### config.mk
export PLATFORM = sky130hd
export DESIGN_NAME = bmd_scan_scheduler
export DESIGN_NICKNAME = d
export VERILOG_FILES = /design/src/rtl/bmd_pkg.sv /design/src/rtl/bmd.sv /design/src/rtl/rr_arbiter.sv /design/src/rtl/bmd_scan_scheduler.sv
export SDC_FILE = /design/constraint.sdc
export NUM_CORES = 1
export LEC_CHECK = 0
export ABC_AREA = 0
export BUFFER_PORTS_ARGS = -buffer_cell sky130_fd_sc_hd__clkbuf_2
export CAP_MARGIN = 30
export CORE_UTILIZATION = 40
export DETAILED_ROUTE_END_ITERATION = 8
export GPL_TIMING_DRIVEN = 1
export PLACE_DENSITY_LB_ADDON = 0.05
export SLEW_MARGIN = 20
export SYNTH_ARGS = -nofsm -noshare
export SYNTH_HDL_FRONTEND = slang
export SYNTH_HIERARCHICAL = 1
export SYNTH_SLANG_ARGS = --single-unit
### constraint.sdc
create_clock -name clk -period 2.1 [get_ports clk]
set_clock_uncertainty 0.1 [all_clocks]
set_input_delay 0.42 -clock clk [delete_from_list [all_inputs] [get_ports clk]]
set_output_delay 0.42 -clock clk [all_outputs]
set_load 0.01 [all_outputs]
### src/rtl/bmd_pkg.sv
// Shared definitions for the bmd scan scheduler slice.
// Contents: scheduler state enum, range-code width, default sizing constants.
package bmd_pkg;

  localparam int RANGE_W       = 3;
  localparam int DEF_N_CH      = 4;
  localparam int DEF_CH_W      = 2;
  localparam int DEF_ALARM_CNT = 3;
  localparam int DEF_CNT_W     = 4;

  typedef enum logic [1:0] {
    IDLE   = 2'd0,
    GRANT  = 2'd1,
    EVAL   = 2'd2,
    REPORT = 2'd3
  } state_t;

endpackage

### src/rtl/bmd.sv
// Combinational bmd classifier: maps a 3-bit bone-density range code to
// normal/abnormal flags.
// Ports:
//   bmdrange  in   RANGE_W  range code
//   normal    out  1        code is in a normal band
//   abnormal  out  1        code is in an abnormal band
// Codes 0 and 7 are invalid (both flags 0). Code 6 is a borderline band that
// raises both flags; downstream treats it as abnormal.
module bmd
  import bmd_pkg::*;
(
  input  logic [RANGE_W-1:0] bmdrange,
  output logic               normal,
  output logic               abnormal
);

  // band decode
  always_comb begin
    normal   = 1'b0;
    abnormal = 1'b0;
    case (bmdrange)
      3'd1, 3'd2: begin
        normal   = 1'b1;
        abnormal = 1'b0;
      end
      3'd3, 3'd4, 3'd5: begin
        normal   = 1'b0;
        abnormal = 1'b1;
      end
      3'd6: begin
        normal   = 1'b1;
        abnormal = 1'b1;
      end
      default: begin
        normal   = 1'b0;
        abnormal = 1'b0;
      end
    endcase
  end

endmodule

### src/rtl/rr_arbiter.sv
// Combinational round-robin pick: first set request at or above ptr, else the
// first set request below ptr (wrap-around). The caller owns the pointer.
// Ports:
//   req    in   N_CH  request vector
//   ptr    in   CH_W  highest-priority channel index
//   grant  out  CH_W  chosen channel (valid when found=1)
//   found  out  1     at least one request is set
module rr_arbiter #(
  parameter int N_CH = 4,
  parameter int CH_W = 2
) (
  input  logic [N_CH-1:0] req,
  input  logic [CH_W-1:0] ptr,
  output logic [CH_W-1:0] grant,
  output logic            found
);

  logic [CH_W-1:0] grant_hi_s;
  logic [CH_W-1:0] grant_lo_s;
  logic            found_hi_s;
  logic            found_lo_s;

  // scan downward so the lowest index in each half is the one that sticks
  always_comb begin
    grant_hi_s = {CH_W{1'b0}};
    grant_lo_s = {CH_W{1'b0}};
    found_hi_s = 1'b0;
    found_lo_s = 1'b0;
    for (int k = N_CH - 1; k >= 0; k--) begin
      grant_hi_s = (req[k] && (CH_W'(k) >= ptr)) ? CH_W'(k) : grant_hi_s;
      found_hi_s = found_hi_s | (req[k] && (CH_W'(k) >= ptr));
      grant_lo_s = (req[k] && (CH_W'(k) <  ptr)) ? CH_W'(k) : grant_lo_s;
      found_lo_s = found_lo_s | (req[k] && (CH_W'(k) <  ptr));
    end
    found = found_hi_s | found_lo_s;
    grant = found_hi_s ? grant_hi_s : grant_lo_s;
  end

endmodule

### src/rtl/bmd_scan_scheduler.sv
// Shares one bmd classifier between N_CH channels. Channels are granted
// round-robin; each scan takes 4 cycles (IDLE->GRANT->EVAL->REPORT) and ends
// with a one-cycle result strobe. Per-channel abnormal streaks drive a sticky
// alarm.
// Ports:
//   clk, rst      clock, synchronous active-high reset
//   req           per-channel scan request (held until ack)
//   range_flat    channel k code at [3k+2:3k]
//   ack           one-hot accept pulse
//   busy          scheduler not in IDLE
//   res_valid     result strobe; res_ch/res_normal/res_abnormal qualify with it
//   clear_alarm   per-channel alarm clear (level)
//   alarm         sticky per-channel alarm
module bmd_scan_scheduler
  import bmd_pkg::*;
#(
  parameter int N_CH      = DEF_N_CH,
  parameter int CH_W      = DEF_CH_W,
  parameter int ALARM_CNT = DEF_ALARM_CNT,
  parameter int CNT_W     = DEF_CNT_W
) (
  input  logic                    clk,
  input  logic                    rst,
  input  logic [N_CH-1:0]         req,
  input  logic [RANGE_W*N_CH-1:0] range_flat,
  output logic [N_CH-1:0]         ack,
  output logic                    busy,
  output logic                    res_valid,
  output logic [CH_W-1:0]         res_ch,
  output logic                    res_normal,
  output logic                    res_abnormal,
  input  logic [N_CH-1:0]         clear_alarm,
  output logic [N_CH-1:0]         alarm
);

  localparam logic [CNT_W-1:0] CNT_MAX = {CNT_W{1'b1}};

  state_t               state_r;
  logic [CH_W-1:0]      rr_ptr_r;
  logic [CH_W-1:0]      ch_r;
  logic [RANGE_W-1:0]   code_r;
  logic                 norm_r;
  logic                 abn_r;

  logic [CH_W-1:0]      grant_s;
  logic                 found_s;
  logic [RANGE_W-1:0]   sel_code_s;
  logic [N_CH-1:0]      onehot_s;
  logic [CH_W-1:0]      ptr_next_s;
  logic                 norm_s;
  logic                 abn_s;
  logic                 eval_s;

  rr_arbiter #(
    .N_CH (N_CH),
    .CH_W (CH_W)
  ) u_arb (
    .req   (req),
    .ptr   (rr_ptr_r),
    .grant (grant_s),
    .found (found_s)
  );

  // classifier only ever sees the captured code, never the live inputs
  bmd u_bmd (
    .bmdrange (code_r),
    .normal   (norm_s),
    .abnormal (abn_s)
  );

  // winner's code, one-hot ack and the pointer slot after the winner
  always_comb begin
    sel_code_s = {RANGE_W{1'b0}};
    onehot_s   = {N_CH{1'b0}};
    for (int k = 0; k < N_CH; k++) begin
      sel_code_s  = (grant_s == CH_W'(k)) ? range_flat[k*RANGE_W +: RANGE_W] : sel_code_s;
      onehot_s[k] = found_s && (grant_s == CH_W'(k));
    end
    ptr_next_s = (grant_s == CH_W'(N_CH - 1)) ? {CH_W{1'b0}} : grant_s + 1'b1;
  end

  assign eval_s = (state_r == EVAL);

  // scan FSM with registered handshake and result outputs
  always_ff @(posedge clk) begin
    if (rst) begin
      state_r      <= IDLE;
      rr_ptr_r     <= {CH_W{1'b0}};
      ch_r         <= {CH_W{1'b0}};
      code_r       <= {RANGE_W{1'b0}};
      norm_r       <= 1'b0;
      abn_r        <= 1'b0;
      ack          <= {N_CH{1'b0}};
      busy         <= 1'b0;
      res_valid    <= 1'b0;
      res_ch       <= {CH_W{1'b0}};
      res_normal   <= 1'b0;
      res_abnormal <= 1'b0;
    end else begin
      ack       <= {N_CH{1'b0}};
      res_valid <= 1'b0;
      case (state_r)
        IDLE: begin
          if (found_s) begin
            ack      <= onehot_s;
            code_r   <= sel_code_s;
            ch_r     <= grant_s;
            rr_ptr_r <= ptr_next_s;
            busy     <= 1'b1;
            state_r  <= GRANT;
          end else begin
            busy     <= 1'b0;
            state_r  <= IDLE;
          end
        end
        GRANT: begin
          norm_r  <= norm_s;
          abn_r   <= abn_s;
          busy    <= 1'b1;
          state_r <= EVAL;
        end
        EVAL: begin
          busy    <= 1'b1;
          state_r <= REPORT;
        end
        REPORT: begin
          res_valid    <= 1'b1;
          res_ch       <= ch_r;
          res_normal   <= norm_r;
          res_abnormal <= abn_r;
          busy         <= 1'b0;
          state_r      <= IDLE;
        end
        default: begin
          busy    <= 1'b0;
          state_r <= IDLE;
        end
      endcase
    end
  end

  for (genvar k = 0; k < N_CH; k++) begin : g_ch
    logic [CNT_W-1:0] streak_r;
    logic [CNT_W-1:0] streak_nxt_s;
    logic             hit_s;
    logic             set_s;
    logic             alarm_r;

    // streak update for this channel; a borderline code (both flags) counts as abnormal
    always_comb begin
      hit_s = eval_s && (ch_r == CH_W'(k));
      if (hit_s && abn_r) begin
        streak_nxt_s = (streak_r == CNT_MAX) ? streak_r : streak_r + 1'b1;
      end else if (hit_s && norm_r) begin
        streak_nxt_s = {CNT_W{1'b0}};
      end else begin
        streak_nxt_s = streak_r;
      end
      set_s = hit_s && abn_r && (streak_nxt_s >= CNT_W'(ALARM_CNT));
    end

    // streak register and sticky alarm; a set on the same edge beats a clear
    always_ff @(posedge clk) begin
      if (rst) begin
        streak_r <= {CNT_W{1'b0}};
        alarm_r  <= 1'b0;
      end else begin
        streak_r <= streak_nxt_s;
        if (set_s) begin
          alarm_r <= 1'b1;
        end else if (clear_alarm[k]) begin
          alarm_r <= 1'b0;
        end else begin
          alarm_r <= alarm_r;
        end
      end
    end

    assign alarm[k] = alarm_r;
  end

endmodule

; Word level (Yosys, flattened, before mapping)
; Index checks and enable logic that the tools add are counted.
[word_totals]
out_inout_bits = 14
regBits = 41
input_bits = 22
[classes]
n_reduce_logical = 40
addsub = 5
muxes = 41
n_eq_ne = 19
bitwise = 9
magnitude_cmp = 12
[op_table]
columns = operator, count
row1 = $mux 4, 12
row2 = $logic_and 1x1->1, 28
row3 = $mux 2, 10
row4 = $add 4x1->4 const B, 4
row5 = $eq 4x4->1 const B, 4
row6 = $ge 4x2->1 const B, 4
row7 = $mux 1, 13
row8 = $eq 2x2->1 const B, 6
row9 = $mux 3, 4
row10 = $eq 3x3->1 const B, 3
row11 = $pmux 2 s4, 1
row12 = $reduce_bool 2->1, 4
row13 = $or 1x1->1, 7
row14 = $eq 2x1->1 const B, 3
row15 = $eq 3x2->1 const B, 2
row16 = $logic_not 2->1, 3
row17 = $reduce_or 3->1, 2
row18 = $ge 1x2->1 const A, 2
row19 = $ge 2x2->1 const A, 2
row20 = $lt 1x2->1 const A, 2
row21 = $lt 2x2->1 const A, 2
row22 = $reduce_or 4->1, 1
row23 = $eq 3x1->1 const B, 1
row24 = $pmux 1 s3, 1
row25 = 4 further kinds, 5

; Depth between registers and ports, before layout
; Gate-level depths: netlist (run 1).
[depth]
word_depth = 12
ltp_mapped = 9

; Hierarchy
; The synthesis (run 1) kept the hierarchy.
[modules_own_cells]
columns = module, instances, area_per_inst_um2, seq_area_each_um2, cells_per_inst
row1 = bmd_scan_scheduler, 1, 2145.8, 820.8, 248
row2 = rr_arbiter, 1, 77.6, 0.0, 15
row3 = bmd, 1, 28.8, 0.0, 4

; Worst setup path before layout (run 1)
; Ideal clock, no wire load.
[synth_timing]
kind = input to register
start = input req[1]
end = register code_r[0]
t_arrival_ns = 1.894
path_slack_ns = -0.027
setup_time_ns = 0.133
cell_stages = 9
path_buffers = 0
cell_sequence = inv_1 a221o_1 a21oi_1 inv_1 ha_1 a21oi_1 o21ai_0 a221oi_1 nor3_1
[synth_between]
elab_chain_len = 9
word_cells_on_any_way = 21
[synth_lines]
columns = element, line
row1 = start: declaration, bmd_scan_scheduler.sv:24  ; input logic [N_CH-1:0] req,
row2 = $logic_and 1x1->1 (on tied branches), "rr_arbiter.sv:32, rr_arbiter.sv:30, rr_arbiter.sv:31"
row3 = $mux 2 (tied with other cells) (2 in series), rr_arbiter.sv:32  ; grant_lo_s = (req[k] && (CH_W'(k) < ptr)) ? CH_W'(k) : grant_lo_s;
row4 = $mux 2 *, rr_arbiter.sv:36  ; grant = found_hi_s ? grant_hi_s : grant_lo_s;
row5 = via grant_s[0], bmd_scan_scheduler.sv:45  ; logic [CH_W-1:0] grant_s;
row6 = $logic_not 2->1, bmd_scan_scheduler.sv:76  ; sel_code_s = (grant_s == CH_W'(k)) ? range_flat[k*RANGE_W +: RANGE_W] : sel_code_s;
row7 = $mux 3 (3 in series), bmd_scan_scheduler.sv:76
row8 = $mux 3 *, bmd_scan_scheduler.sv:76
row9 = end signal: assignment, bmd_scan_scheduler.sv:90  ; code_r <= {RANGE_W{1'b0}};
row10 = end signal: assignment, bmd_scan_scheduler.sv:106  ; code_r <= sel_code_s;
row11 = end: declaration, bmd_scan_scheduler.sv:41  ; logic [RANGE_W-1:0] code_r;
; Mark *: on every way through the listed nets, which the timed path passes. The rest lies on a longest branch.
; A chain may end at the register's enable or synchronous reset.

; Final worst setup path (run 1)
[layout_timing]
start = register rr_ptr_r[0]
end = register code_r[1]
[layout_between]
elab_chain_len = 12
word_cells_on_any_way = 41
[layout_lines]
columns = element, line
row1 = start: declaration, bmd_scan_scheduler.sv:39  ; logic [CH_W-1:0] rr_ptr_r;
row2 = start signal: assignment, bmd_scan_scheduler.sv:88  ; rr_ptr_r <= {CH_W{1'b0}};
row3 = start signal: assignment, bmd_scan_scheduler.sv:108  ; rr_ptr_r <= ptr_next_s;
row4 = $lt 2x2->1 / $ge 2x2->1 (equally long branches), "rr_arbiter.sv:32, rr_arbiter.sv:30, rr_arbiter.sv:31"
row5 = $logic_and 1x1->1 (on tied branches), "rr_arbiter.sv:32, rr_arbiter.sv:30, rr_arbiter.sv:31"
row6 = $mux 2 (on tied branches) (4 in series), "rr_arbiter.sv:32, rr_arbiter.sv:30"
row7 = $mux 2 *, rr_arbiter.sv:36
row8 = via grant_s[0], bmd_scan_scheduler.sv:45
row9 = $logic_not 2->1, bmd_scan_scheduler.sv:76
row10 = $mux 3 (3 in series), bmd_scan_scheduler.sv:76
row11 = $mux 3 *, bmd_scan_scheduler.sv:76
; Marked as above.

==> results.md, run 1 <==
- Status: complete, no violations
- Final core occ: 49.7%
- Seq cells post-synth: 41
- Hold Slack: 0.282 ns
- Clock Path Buffers: 2
- Std-Cell Rows: 26
- R2R depth: 8
- RSZ-0062 raised after global routing: false
- Synth top area share: 36.4%
- FFs w/ async S/R, synth: 0%
- Filler cells: 553
- FF-to-FF End: code_r[1]$_SDFFE_PP0P_
- Drt initial violations: 61
- Launching point of the worst reg2reg path: rr_ptr_r[0]$_SDFFE_PP0P_
- Setup TNS: 0 ns
- Top post-synthesis cells by area: dfxtp_1 (36%), a21oi_1 (7.6%), ha_1 (7.2%)
- Netlist Area Pre-Place: 0.00225 mm2
- Clock Latency Late Sink: 0.29 ns
- Clk root buf: clkbuf_8
- Hpwl dp: 3220 um
- Syn_nets: 302
- Hold depth: 3
- First-pass GRT wire length: 8020 um
- Final period utilization: 93.1%
- Met3 Routed Length: 150 um
- Chip height: 77.0 um
- Fin. max-slew vios: 0
- Vias in the first global route: 1802
- Minimum clock period: 1.95 ns
- Clock Sink Count: 41
- Worst R2R Setup Slack: 0.15 ns
- Drt drc: 0
- Min-delay src: clear_alarm[0]
- Combinational power share: 28.0%
- Routed Antenna Nets: 0
- Ys Warns: 6
- Clock share of power: 27.1%
- Avg Vias per Cell: 5.11
- Power Internal: 0.00143 W
- Crit path kind: reg -> reg
- Cells after Synth: 267
- Final setup violation count: 0
- DR WL met2: 2020 um
- Total grt overflow: 0
- Synthesized area per cell: 8.44 um2
- Most frequent cell after synthesis: dfxtp_1
- I/O pin count: 36
- Hold endpoint: g_ch[0].alarm_r$_SDFFE_PP0P_
- Tightest Pin Transition: 0.440 ns
- Worst-path clk slew: 0.08 ns
- Vias: 1895
- Post-synth EDFFs: 0
- Sw Share: 31.6%
- Critical Path RT: 2.18 ns
- Worst Setup End Kind: flip-flop
- Arrival time worst endpoint: 2.03 ns
- Largest net degree at the start of global routing: 23
- Die Footprint: 0.00593 mm2
- Final nets: 335
- CP Launch Type: flip-flop
- Ant. Diodes: 0
- Leakage Power: 1.07 nW
- Num CTS Buffers: 5
- # hold bufs at CTS: 0
- Seq/Total Area, Yosys: 36.4%
- M1 wire length: 2270 um
- Initial core utilization: 42.7%
- Die Width: 77.0 um
- H-tree lvl count: 2
- Synth unique cells: 49
- Initial antenna violation count: 0
- Psw: 0.000660 W
- CTS tree: built
- Final Hold Viols: 0
- Layout area overhead: 16.4%
- Core ar.: 0.00527 mm2
- Power density over the cells: 795 mW/mm2
- Top cells by count, synth: dfxtp_1 (41), a21oi_1 (34), nand2_1 (22), nor2_1 (21), inv_1 (16)
- Max_cap viols: 0
- Top Layer Used: met4
- Synth area leader: dfxtp_1
- Worst slew margin: 70.6%
- Routability cong.: 0.783
- First-pass DRT Iterations: 4
- Layout cells sized above 1: 22.9%
- Top FF cell, synth: dfxtp_1
- Register share of total power: 44.9%
- Achievable Freq: 512 MHz
- DR WL/cell: 12.2 um
- Global-route usage over all layers: 16.8%
- Worst Hold Class: in -> reg
- Drt total wl: 4520 um
- CP Max Fanout: 6
- Worst VDD drop: 458 uV
- PortBufs: 35
critical path: stages, from the launching register on:
cell and delay, ns:
dfxtp_2 0.35, inv_1 0.05, a221o_1 0.36, a21oi_2 0.16, buf_4 0.16, ha_2 0.25, a21oi_1 0.06, a221oi_1 0.27
nor3_1 0.08
flip-flops by register name, indices dropped and copies added, names as in the netlist:
| register | flops |
|---|---|
| g_ch.streak_r | 16 |
| ack | 4 |
| g_ch.alarm_r | 4 |
| code_r | 3 |
| ch_r | 2 |
| res_ch | 2 |
| rr_ptr_r | 2 |
| state_r | 2 |
| abn_r | 1 |
| busy | 1 |
| norm_r | 1 |
| res_abnormal | 1 |
| res_normal | 1 |
| res_valid | 1 |
layer usage:
metal / vias up / global-route usage (%)
li1: 1005 / -
met1: 851 / 22.1
met2: 29 / 25.8
met3: 10 / 3.93
met4: 0 / 7.74
met5: - / 0
placed cells by master (no fill, tap or decap), types with 2 or more instances in the layout:
| cell | count |
|---|---|
| dfxtp_1 | 40 |
| clkbuf_2 | 35 |
| a21oi_1 | 32 |
| nand2_1 | 22 |
| nor2_1 | 21 |
| inv_1 | 15 |
| nand3_1 | 11 |
| mux2i_1 | 10 |
| ha_1 | 10 |
| nand2b_1 | 8 |
| buf_4 | 8 |
| nor3b_1 | 7 |
| clkbuf_8 | 7 |
| o21ai_0 | 6 |
| nor2b_1 | 5 |
| and2_1 | 5 |
| nor3_1 | 5 |
| a311oi_1 | 4 |
| a21o_1 | 3 |
| a221oi_1 | 3 |
| a21oi_2 | 3 |
| and3_1 | 2 |
| o31ai_1 | 2 |
| and4b_1 | 2 |
| and3b_2 | 2 |
| xnor2_1 | 2 |
| nand3b_1 | 2 |
| a221oi_2 | 2 |
| ha_4 | 2 |
power groups by stage:
stage / logic (W) / registers (W) / clock network [W]
final: 0.000583 / 0.000936 / 0.000565
after global routing: 0.000670 / 0.000953 / 0.000624
after CTS: 0.000534 / 0.000935 / 0.000595
after detailed placement: 0.000532 / 0.000954 / 0
after global placement: 0.000531 / 0.000951 / 0
after floorplan: 0.000407 / 0.000924 / 0
cell type report:
| class | instances | area [um2] | area share (%) |
|---|---|---|---|
| clock buffer | 7 | 96.3 | 3.68 |
| clock inverter | 1 | 5.00 | 0.191 |
| inverter | 16 | 60.1 | 2.29 |
| multi-input combinational | 193 | 1320 | 50.2 |
| sequential | 41 | 822 | 31.4 |
| tap | 70 | 87.6 | 3.34 |
| timing repair buffer | 43 | 235 | 8.97 |
worst max-delay path by stage:
stage / start / endpoint / slack [ns] / cells after the start
after floorplan: req[1] / code_r[0]$_SDFFE_PP0P_ / 0.06 / 9
after global placement: req[1] / code_r[1]$_SDFFE_PP0P_ / -0.02 / 10
after detailed placement: req[0] / code_r[1]$_SDFFE_PP0P_ / -0.09 / 10
after CTS: rr_ptr_r[0]$_SDFFE_PP0P_ / code_r[1]$_SDFFE_PP0P_ / 0.04 / 9
after global routing: rr_ptr_r[0]$_SDFFE_PP0P_ / code_r[1]$_SDFFE_PP0P_ / 0.03 / 8
final: rr_ptr_r[0]$_SDFFE_PP0P_ / code_r[1]$_SDFFE_PP0P_ / 0.15 / 8
per-stage QoR:
stage / total power, W / setup slack (ns) / std cells / area, um2
4_1_cts: 0.00206 / 0.0420 / 370 / 2570
6_report: 0.00208 / 0.145 / 371 / 2620
3_3_place_gp: 0.00148 / -0.0234 / 362 / 2470
2_1_floorplan: 0.00133 / 0.0595 / 267 / 2260
5_1_grt: 0.00225 / 0.0259 / 371 / 2620
3_5_place_dp: 0.00149 / -0.0901 / 362 / 2470
kinds of logic after synthesis:
group,share of synthesized area (%)
AND/OR/NAND/NOR,24.5
AO/OA/AOI/OAI,18.9
flip-flops,36.4
buffers and inverters,7.28
adder cells (fa/ha/maj),7.22
multiplexers,4.44
XOR/XNOR,1.17
repair_timing:
action | CTS | global route
resized for setup | 0 | 11
setup endpoints to repair | 0 | 3
setup buffers | 0 | 1
Power figures use the tool's default switching activity.
==> run 2: changes to the inputs <==
--- a/config.mk
+++ b/config.mk
@@ -5,9 +5,10 @@
 export SDC_FILE = /design/constraint.sdc
 export NUM_CORES = 1
 export LEC_CHECK = 0
-export ABC_AREA = 0
+export ABC_AREA = 1
 export BUFFER_PORTS_ARGS = -buffer_cell sky130_fd_sc_hd__clkbuf_2
 export CAP_MARGIN = 30
+export CORE_MARGIN = 10
 export CORE_UTILIZATION = 40
 export DETAILED_ROUTE_END_ITERATION = 8
 export GPL_TIMING_DRIVEN = 1
==> results.md, run 2 <==
- Post-synth EDFFs: 0
- Final nets: 448
- Setup TNS: 0 ns
- Final core occ: 46.9%
- Drt drc: 0
- Hold depth: 4
- CP max stage cell: ha_1
- Crit path depth: 11
- Avg Vias per Cell: 4.72
- DR WL/cell: 10.8 um
- Placement Setup Slack: 0.131 ns
- CTS tree: built
- Routed Antenna Nets: 0
- Die Width: 98.0 um
- Vias: 2308
- Vias in the first global route: 2129
- Minimum clock period: 1.88 ns
- Std-Cell Rows: 28
- Biggest regs: g_ch.streak_r (16), ack (4), g_ch.alarm_r (4)
- R2R depth: 11
- Fin worst setup slack: 0.219 ns
- Synth unique cells: 24
- Status: complete, no violations
- Netlist Area Pre-Place: 0.00243 mm2
- Tightest Pin Transition: 0.377 ns
- Chip height: 98.0 um
- Syn_nets: 415
- I/O pin count: 36
- H-tree lvl count: 2
- Clock Path Buffers: 2
- Arrival time worst endpoint: 1.96 ns
- Initial core utilization: 41.1%
- Crit path kind: reg -> reg
- Worst slew margin: 74.9%
- Largest register FFs: 16
- Drt initial violations: 53
- Layout cells sized above 1: 14.0%
- Synth top area share: 33.7%
- Total grt overflow: 0
- Drt total wl: 5290 um
- Worst-path clk slew: 0.08 ns
- Synthesized area per cell: 6.41 um2
- CP cell instances: inv_1 > ha_1 > nand2_1 > nor2_4 > nand2_4 > nor2_4 > nand2_1 > a21oi_1 > nand2_1 > nand2_1 > a21oi_2
- Synth area leader: dfxtp_1
- Bufs and invs on worst path: 1
- CP max stage delay: 0.39 ns
- Num CTS Buffers: 5
- Most used cell, CP: nand2_1
- Global-route usage over all layers: 11.1%
- PortBufs: 35
- Worst Setup End Kind: flip-flop
- Power Total: 0.00259 W
- Routability cong.: 0.817
- Final period utilization: 89.6%
- Clk root buf: clkbuf_8
- Die Footprint: 0.00961 mm2
- Initial antenna violation count: 0
- First-pass GRT wire length: 9290 um
- Top FF cell, synth: dfxtp_1
- Top cells by count, synth: nand2_1 (116), inv_1 (51), nor2_1 (42), dfxtp_1 (41), a21oi_1 (31)
- Hpwl dp: 4170 um
- Worst VDD drop: 466 uV
- Power density over the cells: 931 mW/mm2
- Largest net degree at the start of global routing: 19
- CP Max Fanout: 11
- Post-CTS Repair Setup Buffers: 0
- Filler cells: 642
- Final Hold Viols: 0
- CP Launch Type: flip-flop
- Post_cts resized: 0
- Most common cell after layout, fill and taps aside: nand2_1
- Achievable Freq: 532 MHz
- Most flops, register: g_ch.streak_r
- Most frequent cells in the layout: nand2_1 (116), inv_1 (51), nor2_1 (42)
- FFs w/ async S/R, synth: 0%
- Ant. Diodes: 0
- Ys Warns: 6
- Clock Sink Count: 41
- Cells after Synth: 380
- # hold bufs at CTS: 0
- Clock Latency Late Sink: 0.29 ns
- Seq cells post-synth: 41
- Max_cap viols: 0
- Worst Hold Class: in -> reg
- Seq/Total Area, Yosys: 33.7%
- Most frequent cell after synthesis: nand2_1
- Final setup violation count: 0
- Critical Path RT: 2.18 ns
- Layout area overhead: 14.1%
- Top post-synthesis cells by area: dfxtp_1 (34%), nand2_1 (18%), inv_1 (7.9%)
- First-pass DRT Iterations: 4
- Core ar.: 0.00592 mm2
- Leakage Power: 1.43 nW
- Fin. max-slew vios: 0
- RSZ-0062 raised after global routing: false
- CP delay by family, top: simple AND/OR/NAND/NOR gates
==> run 2: cell count changes in the layout (fill, tap and decap cells not counted), sizes merged, moves of 6 or more <==
cell    previous run  this run
inv               16        54
mux2i             10         0
nand2             23       118
nand2b             8         0
nand3             11        29
nand4              1        15
nor2              21        46
nor2b              6         0
nor3b              7         0
o21ai              7        13
==> run 2: power by group <==
group	internal (W)	switching [W]
logic	0.000311	0.000539
registers	0.000923	0.000165
clock network	0.000388	0.000262
total	0.00162	0.000965
==> run 2: worst min-delay path, stage by stage <==
cell and delay (ns):
clkbuf_2 0.07, inv_1 0.03, nand2_1 0.04, a21oi_1 0.05
==> run 2: final cells by class <==
class	count	area (um2)	area share, %
clock buffers	7	86.3	3.11
well taps	75	93.8	3.38
repair buffers	38	198	7.11
inverters	54	203	7.29
multi-input cells	273	1350	48.5
clock inverters	1	30.0	1.08
flip-flops and latches	41	821	29.5
==> run 2: final timing paths <==
kind / start / to / slack (ns)
max: state_r[0]$_SDFF_PP0_ / g_ch[3].alarm_r$_SDFFE_PP0P_ / 0.22
max reg2reg: state_r[0]$_SDFF_PP0_ / g_ch[3].alarm_r$_SDFFE_PP0P_ / 0.22
min: clear_alarm[0] / g_ch[0].alarm_r$_SDFFE_PP0P_ / 0.27
min reg2reg: g_ch[0].alarm_r$_SDFFE_PP0P_ / g_ch[0].alarm_r$_SDFFE_PP0P_ / 0.37
==> run 2: stage by stage <==
step | area (um2) | instances | hold slack, ns
global route | 2780 | 489 | 0.287
detailed placement | 2660 | 481 | 0.362
floorplan | 2430 | 380 | 0.344
global placement | 2660 | 481 | 0.354
CTS | 2780 | 489 | 0.269
finish | 2780 | 489 | 0.274
==> run 2: metal layers <==
| layer | global-route usage, % | routed length [um] | vias to the layer above |
|---|---|---|---|
| met5 | 0 | 0 | - |
| met4 | 3.02 | 28 | 0 |
| met3 | 2.89 | 202 | 2 |
| met2 | 18.6 | 2460 | 30 |
| met1 | 13.6 | 2600 | 998 |
| li1 | - | - | 1278 |
==> run 2: kinds of logic (layout without fill, tap and decap cells) <==
logic type / Yosys count / after routing / synth area share (%)
AND/OR/NAND/NOR: 209 / 209 / 37.3
buffers and inverters: 66 / 100 / 10.9
AO/OA/AOI/OAI: 51 / 51 / 11.4
flip-flops: 41 / 41 / 33.7
adder cells (fa/ha/maj): 13 / 13 / 6.68
